==> src/rtl/mips_pkg.sv <==
// Shared MIPS datapath definitions: mult/div op-codes, MDU state encoding,
// and the conditional two's-complement negate used for abs/sign fix-up.
package mips_pkg;

    localparam logic [1:0] OP_MULT  = 2'b00;
    localparam logic [1:0] OP_MULTU = 2'b01;
    localparam logic [1:0] OP_DIV   = 2'b10;
    localparam logic [1:0] OP_DIVU  = 2'b11;

    localparam logic [1:0] ST_IDLE   = 2'b00;
    localparam logic [1:0] ST_CALC   = 2'b01;
    localparam logic [1:0] ST_FINISH = 2'b10;

    // Helper width; callers extend into and slice out of this.
    localparam int NEG_W = 64;

    // Negate when en=1; abs(x) is cond_neg(x, sign(x)).
    function automatic logic [NEG_W-1:0] cond_neg(input logic [NEG_W-1:0] x, input logic en);
        return en ? (~x + NEG_W'(1)) : x;
    endfunction

endpackage

==> src/rtl/mult_div_unit.sv <==
// Iterative MULT/MULTU/DIV/DIVU unit producing HI/LO; one shift-add or restoring step per cycle.
// Latency DATA_WIDTH+1 cycles from accepted start to done; one op per DATA_WIDTH+2 cycles back-to-back.
// No backpressure: start/MTHI/MTLO are simply ignored while busy, start beats MTHI/MTLO in IDLE.
module mult_div_unit
    import mips_pkg::*;
#(
    parameter int DATA_WIDTH = 32
) (
    input  logic                  clk,
    input  logic                  rst,
    input  logic                  start,
    input  logic [1:0]            op,
    input  logic [DATA_WIDTH-1:0] operand_a,
    input  logic [DATA_WIDTH-1:0] operand_b,
    input  logic                  write_hi,
    input  logic                  write_lo,
    input  logic [DATA_WIDTH-1:0] wdata,
    output logic                  busy,
    output logic                  done,
    output logic [DATA_WIDTH-1:0] hi,
    output logic [DATA_WIDTH-1:0] lo
);

    localparam int W  = DATA_WIDTH;
    localparam int CW = $clog2(DATA_WIDTH + 1);
    localparam logic [CW-1:0] LAST_ITER = CW'(DATA_WIDTH - 1);

    logic [1:0]     state;
    logic [CW-1:0]  cnt;
    logic [1:0]     op_q;
    logic [W-1:0]   addend;     // multiplicand for multiply, divisor for divide
    logic           neg_q;      // negate product / quotient
    logic           neg_r;      // negate remainder
    logic [2*W-1:0] acc;        // {upper, lower}: product, or {remainder, quotient}

    // Operand magnitudes at launch
    logic             is_signed;
    logic             is_div_in;
    logic             sa;
    logic             sb;
    logic             b_zero;
    logic [NEG_W-1:0] abs_a_full;
    logic [NEG_W-1:0] abs_b_full;
    logic [W-1:0]     mag_a;
    logic [W-1:0]     mag_b;

    assign is_signed = ~op[0];
    assign is_div_in = op[1];
    assign sa        = is_signed & operand_a[W-1];
    assign sb        = is_signed & operand_b[W-1];
    assign b_zero    = (operand_b == '0);

    assign abs_a_full = cond_neg({{(NEG_W-W){operand_a[W-1]}}, operand_a}, sa);
    assign abs_b_full = cond_neg({{(NEG_W-W){operand_b[W-1]}}, operand_b}, sb);
    assign mag_a      = abs_a_full[W-1:0];
    assign mag_b      = abs_b_full[W-1:0];

    // Multiply step: add multiplicand when the current multiplier bit is set, then shift right
    logic [W:0]     mul_sum;
    logic [2*W-1:0] acc_mul;

    assign mul_sum = {1'b0, acc[2*W-1:W]} + (acc[0] ? {1'b0, addend} : '0);
    assign acc_mul = {mul_sum, acc[W-1:1]};

    // Restoring divide step: shift next dividend bit into the remainder and trial-subtract
    logic [W:0]     rem_sh;
    logic [W+1:0]   diff;
    logic           take;
    logic [2*W-1:0] acc_div;

    assign rem_sh  = acc[2*W-1:W-1];
    assign diff    = {1'b0, rem_sh} - {2'b00, addend};
    assign take    = ~diff[W+1];
    assign acc_div = take ? {diff[W-1:0],   acc[W-2:0], 1'b1}
                          : {rem_sh[W-1:0], acc[W-2:0], 1'b0};

    // Sign fix-up at FINISH
    logic [2*W-1:0]   prod_fix;
    logic [NEG_W-1:0] quo_full;
    logic [NEG_W-1:0] rem_full;

    assign prod_fix = neg_q ? (~acc + (2*W)'(1)) : acc;
    assign quo_full = cond_neg(NEG_W'(acc[W-1:0]), neg_q);
    assign rem_full = cond_neg(NEG_W'(acc[2*W-1:W]), neg_r);

    logic unused_bits;
    assign unused_bits = ^{abs_a_full[NEG_W-1:W], abs_b_full[NEG_W-1:W],
                           quo_full[NEG_W-1:W], rem_full[NEG_W-1:W], diff[W], op_q[0]};

    always_ff @(posedge clk) begin
        if (rst) begin
            state  <= ST_IDLE;
            cnt    <= '0;
            op_q   <= OP_MULT;
            addend <= '0;
            neg_q  <= 1'b0;
            neg_r  <= 1'b0;
            acc    <= '0;
            busy   <= 1'b0;
            done   <= 1'b0;
            hi     <= '0;
            lo     <= '0;
        end else begin
            done <= 1'b0;
            case (state)
                ST_IDLE: begin
                    if (start) begin
                        op_q   <= op;
                        cnt    <= '0;
                        busy   <= 1'b1;
                        state  <= ST_CALC;
                        addend <= is_div_in ? mag_b : mag_a;
                        acc    <= {{W{1'b0}}, is_div_in ? mag_a : mag_b};
                        // Divide-by-zero: all-ones quotient stays positive, remainder |a| re-signs to raw a
                        neg_q  <= (sa ^ sb) & ~(is_div_in & b_zero);
                        neg_r  <= is_div_in & sa;
                    end else begin
                        if (write_hi) hi <= wdata;
                        if (write_lo) lo <= wdata;
                    end
                end
                ST_CALC: begin
                    acc <= op_q[1] ? acc_div : acc_mul;
                    cnt <= cnt + CW'(1);
                    if (cnt == LAST_ITER) state <= ST_FINISH;
                end
                ST_FINISH: begin
                    if (op_q[1]) begin
                        hi <= rem_full[W-1:0];
                        lo <= quo_full[W-1:0];
                    end else begin
                        hi <= prod_fix[2*W-1:W];
                        lo <= prod_fix[W-1:0];
                    end
                    done  <= 1'b1;
                    busy  <= 1'b0;
                    state <= ST_IDLE;
                end
                default: begin
                    state <= ST_IDLE;
                    busy  <= 1'b0;
                end
            endcase
        end
    end

endmodule

==> config.mk <==
export PLATFORM = sky130hd
export DESIGN_NAME = mult_div_unit
export DESIGN_NICKNAME = d
export VERILOG_FILES = /design/src/rtl/mips_pkg.sv /design/src/rtl/mult_div_unit.sv
export SDC_FILE = /design/constraint.sdc
export NUM_CORES = 1
export LEC_CHECK = 0
export CORE_MARGIN = 3
export CORE_UTILIZATION = 25
export DETAILED_ROUTE_END_ITERATION = 6
export GPL_TIMING_DRIVEN = 0
export REMOVE_ABC_BUFFERS = 1
export SLEW_MARGIN = 20
export SYNTH_ARGS = -nofsm -noshare
export SYNTH_HDL_FRONTEND = slang
export SYNTH_SLANG_ARGS = --single-unit
==> constraint.sdc <==
create_clock -name clk -period 4.7 [get_ports clk]
set_clock_uncertainty 0.1 [all_clocks]
set_input_delay 1.175 -clock clk [delete_from_list [all_inputs] [get_ports clk]]
set_output_delay 1.175 -clock clk [all_outputs]
set_load 0.02 [all_outputs]
==> metrics.md, run 1 <==
| Metric | Value |
|---|---|
| Hold Path Origin | `addend[2]$_SDFFE_PP0P_` |
| Max Cap Viol | `0` |
| First-pass GRT wire length | `83900 um` |
| Fin crit share | `0.919` |
| Pleak | `6.58 nW` |
| Final wirelength | `55500 um` |
| Fillers | `6217` |
| Final setup margin | `383 ps` |
| Largest net degree at the start of global routing | `86` |
| Maximum vdd ir drop | `0.000273 V` |
| WP data required | `4960 ps` |
| Synth Cell Area | `14700 sq um` |
| Critical Path Fanout Max | `16` |
| CTS clk-pin slew, worst paths | `70 ps` |
| CTS tree | `built` |
| Via count of the first global-routing pass | `14200` |
| Via count | `14700` |
| Initial core utilization | `0.253` |
| GRT Overall Usage | `0.176` |
| Synth Warn # | `0` |
| Fmax | `0.232 GHz` |
| Final hold vios | `0` |
| Crit. Startpoint | `acc[0]$_SDFFE_PP0P_` |
| Core area | `57800 sq um` |
| Final Non-Filler Cells | `2773` |
| Vias per Instance | `5.30` |
| Die Area | `61500 sq um` |
| Status | `finished clean` |
| HP Class | `reg2reg` |
| DR pass1 iterations | `5` |
| Busiest metal layer after global routing | `met2` |
| Reg2reg start | `acc[0]$_SDFFE_PP0P_` |
| Hold-fix buffers, CTS | `0` |
| Largest area contributor in the synthesized netlist | `dfxtp_1` |
| CTS buffer count | `17` |
| Core Util, Final | `0.305` |
| Post-synth EDFFs | `0` |
| Met3 Use GR | `0.0308` |
| H-tree Lvls | `4` |
| Dpl ws | `-15.3 ps` |
| Pins Over Slew Limit | `0` |
| Slew margin rel. | `0.362` |
| Avg Cell Area, Syn | `7.61 sq um` |
| WS Path Type | `reg2reg` |
| Yosys top cell area share | `0.236` |
| Met2 Use GR | `0.286` |
| Final Power | `4.63 mW` |
| ANT nets after route | `0` |
| Unrepaired setup endpoints after global routing | `no` |
| Top FF cell, synth | `dfxtp_1` |
| Cells after synthesis | `1926` |
| Mean routed wirelength per cell | `20.0 um` |
| DRC Markers | `0` |
| Setup crit start kind | `register` |
| Critical path capture point type | `register` |
| Die Y | `248 um` |
| Pwr/cell area | `263 nW/um^2` |
| Row count | `88` |
| Nets@finish | `2164` |
| Final setup viols | `0` |
| Placed Cells incl. Taps | `2735` |
| GR Layer Usage met1 | `0.237` |
| Skew-Pair Late Insertion Delay | `470 ps` |
| Initial antenna violation count | `4` |
| I/O pin count | `169` |
| Worst Path Arrival | `4580 ps` |
| CTS max path bufs | `2` |
| Ys async rst share | `0` |
| Chip Width | `248 um` |
| Slew of the pin with the lowest slew margin | `950 ps` |
| FF+latch count, synth | `173` |
| Sequential area share after synthesis | `0.236` |
| Area grow syn2layout | `20.3%` |
| Global placer's final weighted congestion | `0.930` |
| Grt ovf | `0` |
| Dpl hpwl | `43300 um` |
| Crit path time final | `4320 ps` |
| Synth cell types | `92` |
| Layout cell share with drive strength beyond 1 | `0.0479` |
| Largest cells by area after synthesis | `dfxtp_1 24%, mux2i_1 6.9%, a211oi_1 6.8%` |
| DR iter-0 viols | `1037` |
| Root buf cell | `clkbuf_16` |
| CTS sink cnt | `173` |
| Setup TNS | `0 ps` |
| Buffers on Ports | `168` |
synth_stat cells (26+ instances only):
cell type  instances
a21o_1            26
o21ai_0           98
nand3_1           44
o211ai_1          35
o31ai_1           26
ha_1              69
nand2_1          167
mux2i_1          101
dfxtp_1          173
inv_1             62
a211oi_1         132
nor3_1            34
a21oi_1          135
nor2_1           241
xnor2_1          104
clkbuf_1         101
xor2_1            64
worst paths after layout:
check | slack [ps] | cells past startpoint | end
max | 380 | 12 | acc[63]$_SDFFE_PP0P_
min | 360 | 2 | addend[2]$_SDFFE_PP0P_
max reg2reg | 380 | 12 | acc[63]$_SDFFE_PP0P_
min reg2reg | 360 | 2 | addend[2]$_SDFFE_PP0P_
worst max-delay path, cell delays in order, from the launching register on:
cell	delay (ps)
dfxtp_2	560
clkinvlp_4	410
nor2_1	200
ha_1	310
a21o_1	220
or3_1	370
o211ai_1	390
o2111ai_1	230
a41oi_1	590
o21ai_1	260
a21boi_0	220
o21ai_0	90
a32o_1	260
cells by family (layout without fill, tap and decap cells):
logic type	Yosys count	count (layout)	share of synthesized area
AO/OA/AOI/OAI	599	599	0.275
XOR/XNOR	168	168	0.100
adder cells (fa/ha/maj)	71	71	0.0617
buffers and inverters	199	276	0.0560
flip-flops	173	173	0.236
multiplexers	108	108	0.0744
other	0	5	0
AND/OR/NAND/NOR	608	608	0.196
layer usage:
layer	up-vias	wire, um
li1	7145	-
met1	7006	25400
met2	489	25100
met3	63	3700
met4	2	1270
met5	-	20
placed cells by master (no fill, tap or decap), drive strengths merged, types with 6 or more instances in the layout:
cell type and instances:
nand2b 17, o21ai 107, clkbuf 21, or3 11
a21oi 135, nor2b 11, xor2 64, o221ai 9
ha 69, nand4 10, a221oi 7, nand2 168
a41oi 9, o211ai 35, buf 14, and2 11
clkdlybuf4s50 166, a21o 26, a31oi 16, dfxtp 173
o41ai 10, or4 12, nor3 34, a32o 8
mux2 7, nor4 16, a211oi 132, o21a 16
o211a 8, and3 6, nor2 242, o21bai 6
nand3 44, xnor2 104, o31ai 26, nand3b 6
mux2i 101, inv 64
registers in the layout, summed over array words and instances, names as in the netlist, 2 cells and up:
register  count
lo           32
acc          64
hi           32
state         2
cnt           6
addend       32
through the flow:
stage | hold slack [ps] | area (sq um)
after floorplan | 326 | 14100
after global placement | 346 | 16700
after detailed placement | 348 | 17000
after CTS | 357 | 17600
after global routing | 377 | 17600
final | 355 | 17600
layout make-up:
type | instances | area [sq um] | share of cell area
diodes | 5 | 12.5 | 0.000710
clock buffers | 21 | 470 | 0.0267
clock inverters | 11 | 108 | 0.00610
inverters | 63 | 240 | 0.0136
multi-input cells | 1554 | 10400 | 0.592
flip-flops and latches | 173 | 3470 | 0.197
well taps | 765 | 957 | 0.0543
repair buffers | 180 | 1920 | 0.109
repair inverters | 1 | 7.51 | 0.000426
what timing repair did:
item / in CTS / in global routing
setup buffers: 0 / 0
endpoints found under the setup margin: 0 / 14
resized for setup: 0 / 4
report_power, final:
part           leakage (nW)  internal, mW  switching [mW]  total, mW
Combinational          4.89         0.616           0.900       1.52
Clock                 0.277         0.776           0.657       1.43
Sequential             1.42          1.56           0.131       1.69
Power figures use the tool's default switching activity.
==> run 2: changes to the inputs <==
--- a/config.mk
+++ b/config.mk
@@ -5,7 +5,7 @@
 export SDC_FILE = /design/constraint.sdc
 export NUM_CORES = 1
 export LEC_CHECK = 0
-export CORE_MARGIN = 3
+export CORE_MARGIN = 4
 export CORE_UTILIZATION = 25
 export DETAILED_ROUTE_END_ITERATION = 6
 export GPL_TIMING_DRIVEN = 0
==> metrics.md, run 2 (same netlist as run 1, synthesis figures left out) <==
| Metric | Value |
|---|---|
| Status | `finished clean` |
| H-tree Lvls | `4 (unchanged)` |
| DRC Markers | `0 (unchanged)` |
| Cell Chain, Critical Path | `ha_1 -> a2111o_1 -> o21ai_0 -> o211a_1 -> o21ai_1 -> and3_1 -> nor2_4 -> o211ai_1 -> a32o_1` |
| Commonest cells after routing, fill and taps aside | `239 x nor2_1, 170 x dfxtp_1, 166 x clkdlybuf4s50_1, 165 x nand2_1, 134 x a21oi_1` |
| Row count | `88 (unchanged)` |
| Buf+Inv Stages, Crit Path | `0 (-1)` |
| Hold-fix buffers, CTS | `0 (unchanged)` |
| Critical Path Fanout Max | `19 (+3)` |
| Chip Width | `250 um (+0.81%)` |
| Most common cell after layout, fill and taps aside | `nor2_1` |
| Fillers | `6140 (-1.2%)` |
| Wire length on met3 | `3590 um (-3.1%)` |
| Critical path capture point type | `register` |
| Initial core utilization | `0.253 (unchanged)` |
| GRT Overall Usage | `0.172 (-0.00371)` |
| Pleak | `6.61 nW (+0.35%)` |
| Largest net degree at the start of global routing | `86 (unchanged)` |
| Via count of the first global-routing pass | `14300 (+0.99%)` |
| DR pass1 iterations | `6 (+1)` |
| CTS tree | `built` |
| Max Cap Viol | `0 (unchanged)` |
| Slew margin rel. | `0.333 (-0.0296)` |
| M1 wire length | `25400 um (about the same)` |
| Core area | `57800 sq um (unchanged)` |
| Dpl ws | `-29.9 ps (-14.6 ps)` |
| Slew of the pin with the lowest slew margin | `999 ps (+48.2 ps)` |
| Fin crit share | `0.933 (+0.0145)` |
| WS Path Type | `reg2reg` |
| Buffers on Ports | `168 (unchanged)` |
| CTS buffer count | `17 (unchanged)` |
| Unrepaired setup endpoints after global routing | `no` |
| Largest register FFs | `64 (unchanged)` |
| ANT nets after route | `0 (unchanged)` |
| Crit. Startpoint | `acc[37]$_SDFFE_PP0P_` |
| Hold Path Origin | `addend[29]$_SDFFE_PP0P_` |
| Final wirelength | `55500 um (about the same)` |
| Multi-input logic area | `10400 sq um (about the same)` |
| Final setup viols | `0 (unchanged)` |
| WP data required | `4960 ps (about the same)` |
| Die Area | `62500 sq um (+1.6%)` |
| Top reg by flops | `acc` |
| CTS clk-pin slew, worst paths | `70 ps (about the same)` |
| Final setup margin | `314 ps (-68.3 ps)` |
| First-pass GRT wire length | `85800 um (+2.2%)` |
| Die Y | `250 um (+0.81%)` |
| Worst Path Arrival | `4650 ps (+70 ps)` |
| Top routing layer used | `met5` |
| CTS sink cnt | `173 (unchanged)` |
| Layout cell share with drive strength beyond 1 | `0.0489 (+0.000950)` |
| Slowest cell on crit path | `nor2_4` |
| Skew-Pair Late Insertion Delay | `470 ps (about the same)` |
| Reg2reg start | `acc[37]$_SDFFE_PP0P_` |
| Root buf cell | `clkbuf_16` |
| Via count | `14800 (+0.58%)` |
| Met2 wire len | `25300 um (+0.52%)` |
| Crit path time final | `4390 ps (+68.3 ps)` |
| Maximum vdd ir drop | `0.000275 V (+0.65%)` |
| Largest stage delay on the critical path | `740 ps (+150 ps)` |
| DR iter-0 viols | `1120 (+8.0%)` |
| Setup crit start kind | `register` |
| Global placer's final weighted congestion | `0.900 (-3.2%)` |
| Setup TNS | `0 ps (unchanged)` |
| Hold WS | `357 ps (+1.64 ps)` |
| Final hold vios | `0 (unchanged)` |
| Grt ovf | `0 (unchanged)` |
| Fmax | `0.228 GHz (-1.6%)` |
| CTS max path bufs | `2 (unchanged)` |
| Vias per Instance | `5.33 (+0.54%)` |
| Mean routed wirelength per cell | `20.0 um (about the same)` |
| Pwr/cell area | `266 nW/um^2 (+1.2%)` |
| Initial antenna violation count | `5 (+1)` |
| Nets@finish | `2166 (+0.092%)` |
| Sequential standard cell area | `3470 sq um (unchanged)` |
| HP Class | `reg2reg` |
| Area grow syn2layout | `20.5%` |
| Pins Over Slew Limit | `0 (unchanged)` |
| Crit-path leading delay family | `compound AO/OA/AOI/OAI gates` |
| Final Power | `4.70 mW (+1.3%)` |
| Dpl hpwl | `43200 um (-0.24%)` |
| I/O pin count | `169 (unchanged)` |
==> run 2: cell count changes in the layout (fill, tap and decap cells not counted), sizes merged <==
cell and change:
clkbuf -3, clkinvlp -1, buf +2, inv +2, clkinv +1, diode -1
bufinv +1
==> run 2: final cells by class <==
cell class,count,area share
diodes,4,0.000567
clock buffers,18,0.0249
clock inverters,14,0.00907
inverters,63,0.0136
multi-input cells,1554,0.591
flip-flops and latches,173,0.197
well taps,765,0.0542
repair buffers,182,0.110
repair inverters,1,0.000425
==> run 2: per-stage QoR <==
step           std cells  utilization  area [sq um]
6_report            2774        0.305         17700
3_3_place_gp        2723        0.289         16700
3_5_place_dp        2735        0.294         17000
2_1_floorplan       1790            -         14100
5_1_grt             2774        0.305         17700
4_1_cts             2770        0.305         17600
==> run 2: report_power, final <==
| part | switching, mW | internal (mW) |
|---|---|---|
| combinational | 0.897 | 0.618 |
| sequential | 0.134 | 1.56 |
| clock | 0.683 | 0.809 |
==> run 2: worst register-to-register path, cell delays in order (launching register included) <==
cell,delay [ps]
dfxtp_1,550
ha_1,380
a2111o_1,420
o21ai_0,530
o211a_1,300
o21ai_1,190
and3_1,470
nor2_4,760
o211ai_1,270
a32o_1,310
==> run 2: repair_timing <==
item	in CTS	in global routing
endpoints found under the setup margin	1	7
hold endpoints to repair	0	0
cloned	1	0
pin swaps	0	0
resized for setup	1	2
buffers inserted	2	0
==> run 2: layer usage <==
| metal | vias up | track usage |
|---|---|---|
| li1 | 7174 | - |
| met1 | 7053 | 0.235 |
| met2 | 497 | 0.280 |
| met3 | 64 | 0.0297 |
| met4 | 2 | 0.0507 |
| met5 | - | 0 |
==> run 2: final timing paths <==
| path | to | slack [ps] | cells after the start |
|---|---|---|---|
| max | acc[43]$_SDFFE_PP0P_ | 310 | 9 |
| min | addend[29]$_SDFFE_PP0P_ | 360 | 2 |
| max reg2reg | acc[43]$_SDFFE_PP0P_ | 310 | 9 |
| min reg2reg | addend[29]$_SDFFE_PP0P_ | 360 | 2 |
==> run 3: changes to the inputs <==
==> constraint.sdc (replaced) <==
create_clock -name clk -period 4.5 [get_ports clk]
set_clock_uncertainty 0.1 [all_clocks]
set_input_delay 1.125 -clock clk [delete_from_list [all_inputs] [get_ports clk]]
set_output_delay 1.125 -clock clk [all_outputs]
set_load 0.02 [all_outputs]
==> metrics.md, run 3 (same netlist as run 1, synthesis figures left out) <==
| Metric | Value |
|---|---|
| Unrepaired setup endpoints after global routing | `no` |
| Via count of the first global-routing pass | `14300 (unchanged)` |
| Die Area | `62500 sq um (unchanged)` |
| Slew margin rel. | `0.322 (-0.0111)` |
| Largest net degree at the start of global routing | `86 (unchanged)` |
| Global placer's final weighted congestion | `0.900 (unchanged)` |
| Skew-Pair Late Insertion Delay | `460 ps (about the same)` |
| Pins Over Slew Limit | `0 (unchanged)` |
| Most common cell after layout, fill and taps aside | `nor2_1` |
| Via count | `14700 (-0.38%)` |
| Final hold vios | `0 (unchanged)` |
| Fin crit share | `0.925 (-0.00807)` |
| GRT Overall Usage | `0.172 (unchanged)` |
| Max Cap Viol | `0 (unchanged)` |
| Layout cell share with drive strength beyond 1 | `0.0508 (+0.00194)` |
| First-pass GRT wire length | `85800 um (unchanged)` |
| Critical Path Fanout Max | `26 (+7)` |
| CTS clk-pin slew, worst paths | `70 ps (about the same)` |
| DR iter-0 viols | `1108 (-1.1%)` |
| DRC Markers | `0 (unchanged)` |
| Worst Path Arrival | `4420 ps (-230 ps)` |
| Final Non-Filler Cells | `2776 (+0.072%)` |
| Clock share of power | `0.317 (about the same)` |
| CTS sink cnt | `173 (unchanged)` |
| Root buf cell | `clkbuf_16` |
| WHS Endpoint | `addend[29]$_SDFFE_PP0P_` |
| Critical path capture point type | `register` |
| Largest register FFs | `64 (unchanged)` |
| Hold path cells | `2 (unchanged)` |
| RR Endpoint | `acc[61]$_SDFFE_PP0P_` |
| Area grow syn2layout | `20.8%` |
| Power Internal | `3.12 mW (+4.7%)` |
| Reg2reg start | `acc[31]$_SDFFE_PP0P_` |
| Pwr/cell area | `278 nW/um^2 (+4.4%)` |
| Row count | `88 (unchanged)` |
| Placed Cells incl. Taps | `2735 (unchanged)` |
| Vias per Instance | `5.31 (-0.45%)` |
| Share of power burned in registers | `0.359 (about the same)` |
| Nets@finish | `2168 (+0.092%)` |
| WP data required | `4750 ps (-210 ps)` |
| Mean routed wirelength per cell | `20.0 um (about the same)` |
| Maximum vdd ir drop | `0.000284 V (+3.4%)` |
| Final setup viols | `0 (unchanged)` |
| I/O pin count | `169 (unchanged)` |
| HP Class | `reg2reg` |
| Initial core utilization | `0.253 (unchanged)` |
| Crit path time final | `4160 ps (-223 ps)` |
| Crit-path leading delay family | `compound AO/OA/AOI/OAI gates` |
| Buffers on Ports | `168 (unchanged)` |
| Chip Width | `250 um (unchanged)` |
| Pleak | `6.62 nW (+0.23%)` |
| ANT nets after route | `0 (unchanged)` |
| Hold-fix buffers, CTS | `0 (unchanged)` |
| Worst reg-to-reg setup slack | `340 ps (+20 ps)` |
| Setup TNS | `0 ps (unchanged)` |
| Fmax | `0.240 GHz (+5.4%)` |
| Status | `finished clean` |
| Commonest cells after routing, fill and taps aside | `239 x nor2_1, 170 x dfxtp_1, 166 x clkdlybuf4s50_1, 165 x nand2_1, 134 x a21oi_1` |
| Die Y | `250 um (unchanged)` |
| Buf+Inv Stages, Crit Path | `1 (+1)` |
| CTS max path bufs | `2 (unchanged)` |
| Final wirelength | `55600 um (+0.11%)` |
| Initial antenna violation count | `5 (unchanged)` |
| Cell Chain, Critical Path | `inv_1 -> ha_1 -> nand2b_1 -> a21oi_1 -> o21ai_0 -> o211a_1 -> o21ai_1 -> nand3_2 -> nand2_1 -> a31oi_1 -> a32o_1` |
| H-tree Lvls | `4 (unchanged)` |
| Hold WS | `357 ps (unchanged)` |
| Core area | `57800 sq um (unchanged)` |
| Largest stage delay on the critical path | `700 ps (-40 ps)` |
| DR pass1 iterations | `6 (unchanged)` |
| Dpl hpwl | `43200 um (unchanged)` |
| Switching share of power | `0.365 (about the same)` |
| Top reg by flops | `acc` |
| Switching power | `1.79 mW (+4.6%)` |
| Grt ovf | `0 (unchanged)` |
| R2R depth | `11 (+2)` |
| Slew of the pin with the lowest slew margin | `1010 ps (+12.4 ps)` |
| Slowest cell on crit path | `nand3_2` |
| Combinational power share | `0.324 (about the same)` |
| CTS buffer count | `17 (unchanged)` |
| WS Path Type | `reg2reg` |
| Hold Path Origin | `addend[29]$_SDFFE_PP0P_` |
| Setup crit start kind | `register` |
| CTS tree | `built` |
==> run 3: changes by cell type in the layout (fill, tap and decap cells not counted) <==
cell / before / now
buf_4: 3 / 4
a211oi_2: 0 / 1
a211oi_1: 131 / 130
buf_12: 5 / 6
nor3_1: 34 / 33
nor3_2: 0 / 1
==> run 3: power by group through the flow <==
stage	combinational (mW)	clock [mW]	sequential [mW]
CTS	1.57	1.58	1.76
global route	1.73	1.65	1.78
floorplan	0.948	0	1.79
global placement	1.54	0	1.80
finish	1.59	1.56	1.76
detailed placement	1.56	0	1.79
==> run 3: worst max path at each step <==
stage | cells past startpoint | startpoint | end | slack (ps)
4_1_cts | 13 | acc[0]$_SDFFE_PP0P_ | acc[61]$_SDFFE_PP0P_ | -30
3_5_place_dp | 12 | acc[0]$_SDFFE_PP0P_ | acc[63]$_SDFFE_PP0P_ | -190
2_1_floorplan | 8 | op_q[1]$_SDFFE_PP0P_ | hi[24]$_SDFFE_PP0P_ | -90
6_report | 11 | acc[31]$_SDFFE_PP0P_ | acc[61]$_SDFFE_PP0P_ | 340
5_1_grt | 11 | acc[31]$_SDFFE_PP0P_ | acc[61]$_SDFFE_PP0P_ | 90
3_3_place_gp | 6 | rst | acc[60]$_SDFFE_PP0P_ | -5480
==> run 3: stage by stage <==
step	util	power (mW)	setup WS (ps)	instance area [sq um]
finish	0.306	4.91	337	17700
global route	0.306	5.16	85.5	17700
CTS	0.305	4.92	-28.1	17600
detailed placement	0.294	3.35	-189	17000
global placement	0.289	3.34	-5480	16700
floorplan	-	2.74	-93.4	14100
==> run 3: cell type report <==
class                   count  area [sq um]
well taps                 765           957
fillers                  6140         40100
repair buffers            184          1970
clock inverters            14           160
diodes                      4          10.0
repair inverters            1          7.51
inverters                  63           240
multi-input cells        1554         10400
clock buffers              18           439
flip-flops and latches    173          3470
==> run 3: repair_timing <==
item                                    4_1_cts  5_1_grt
cloned                                        1        0
gates resized for setup                       2        3
pin swaps                                     0        1
endpoints found under the setup margin        3       12
buffers inserted                              2        2
==> run 3: metal layers <==
| layer | GRT usage | wire length [um] |
|---|---|---|
| met2 | 0.280 | 25300 |
| met4 | 0.0507 | 1300 |
| met3 | 0.0297 | 3660 |
| met1 | 0.235 | 25300 |
| met5 | 0 | 20 |
==> run 3: worst reg2reg max path, cell delays in order, from the launching register on <==
cell and delay (ps):
dfxtp_1 500, inv_1 80, ha_1 200, nand2b_1 170, a21oi_1 180, o21ai_0 280, o211a_1 360, o21ai_1 370
nand3_2 700, nand2_1 680, a31oi_1 160, a32o_1 280
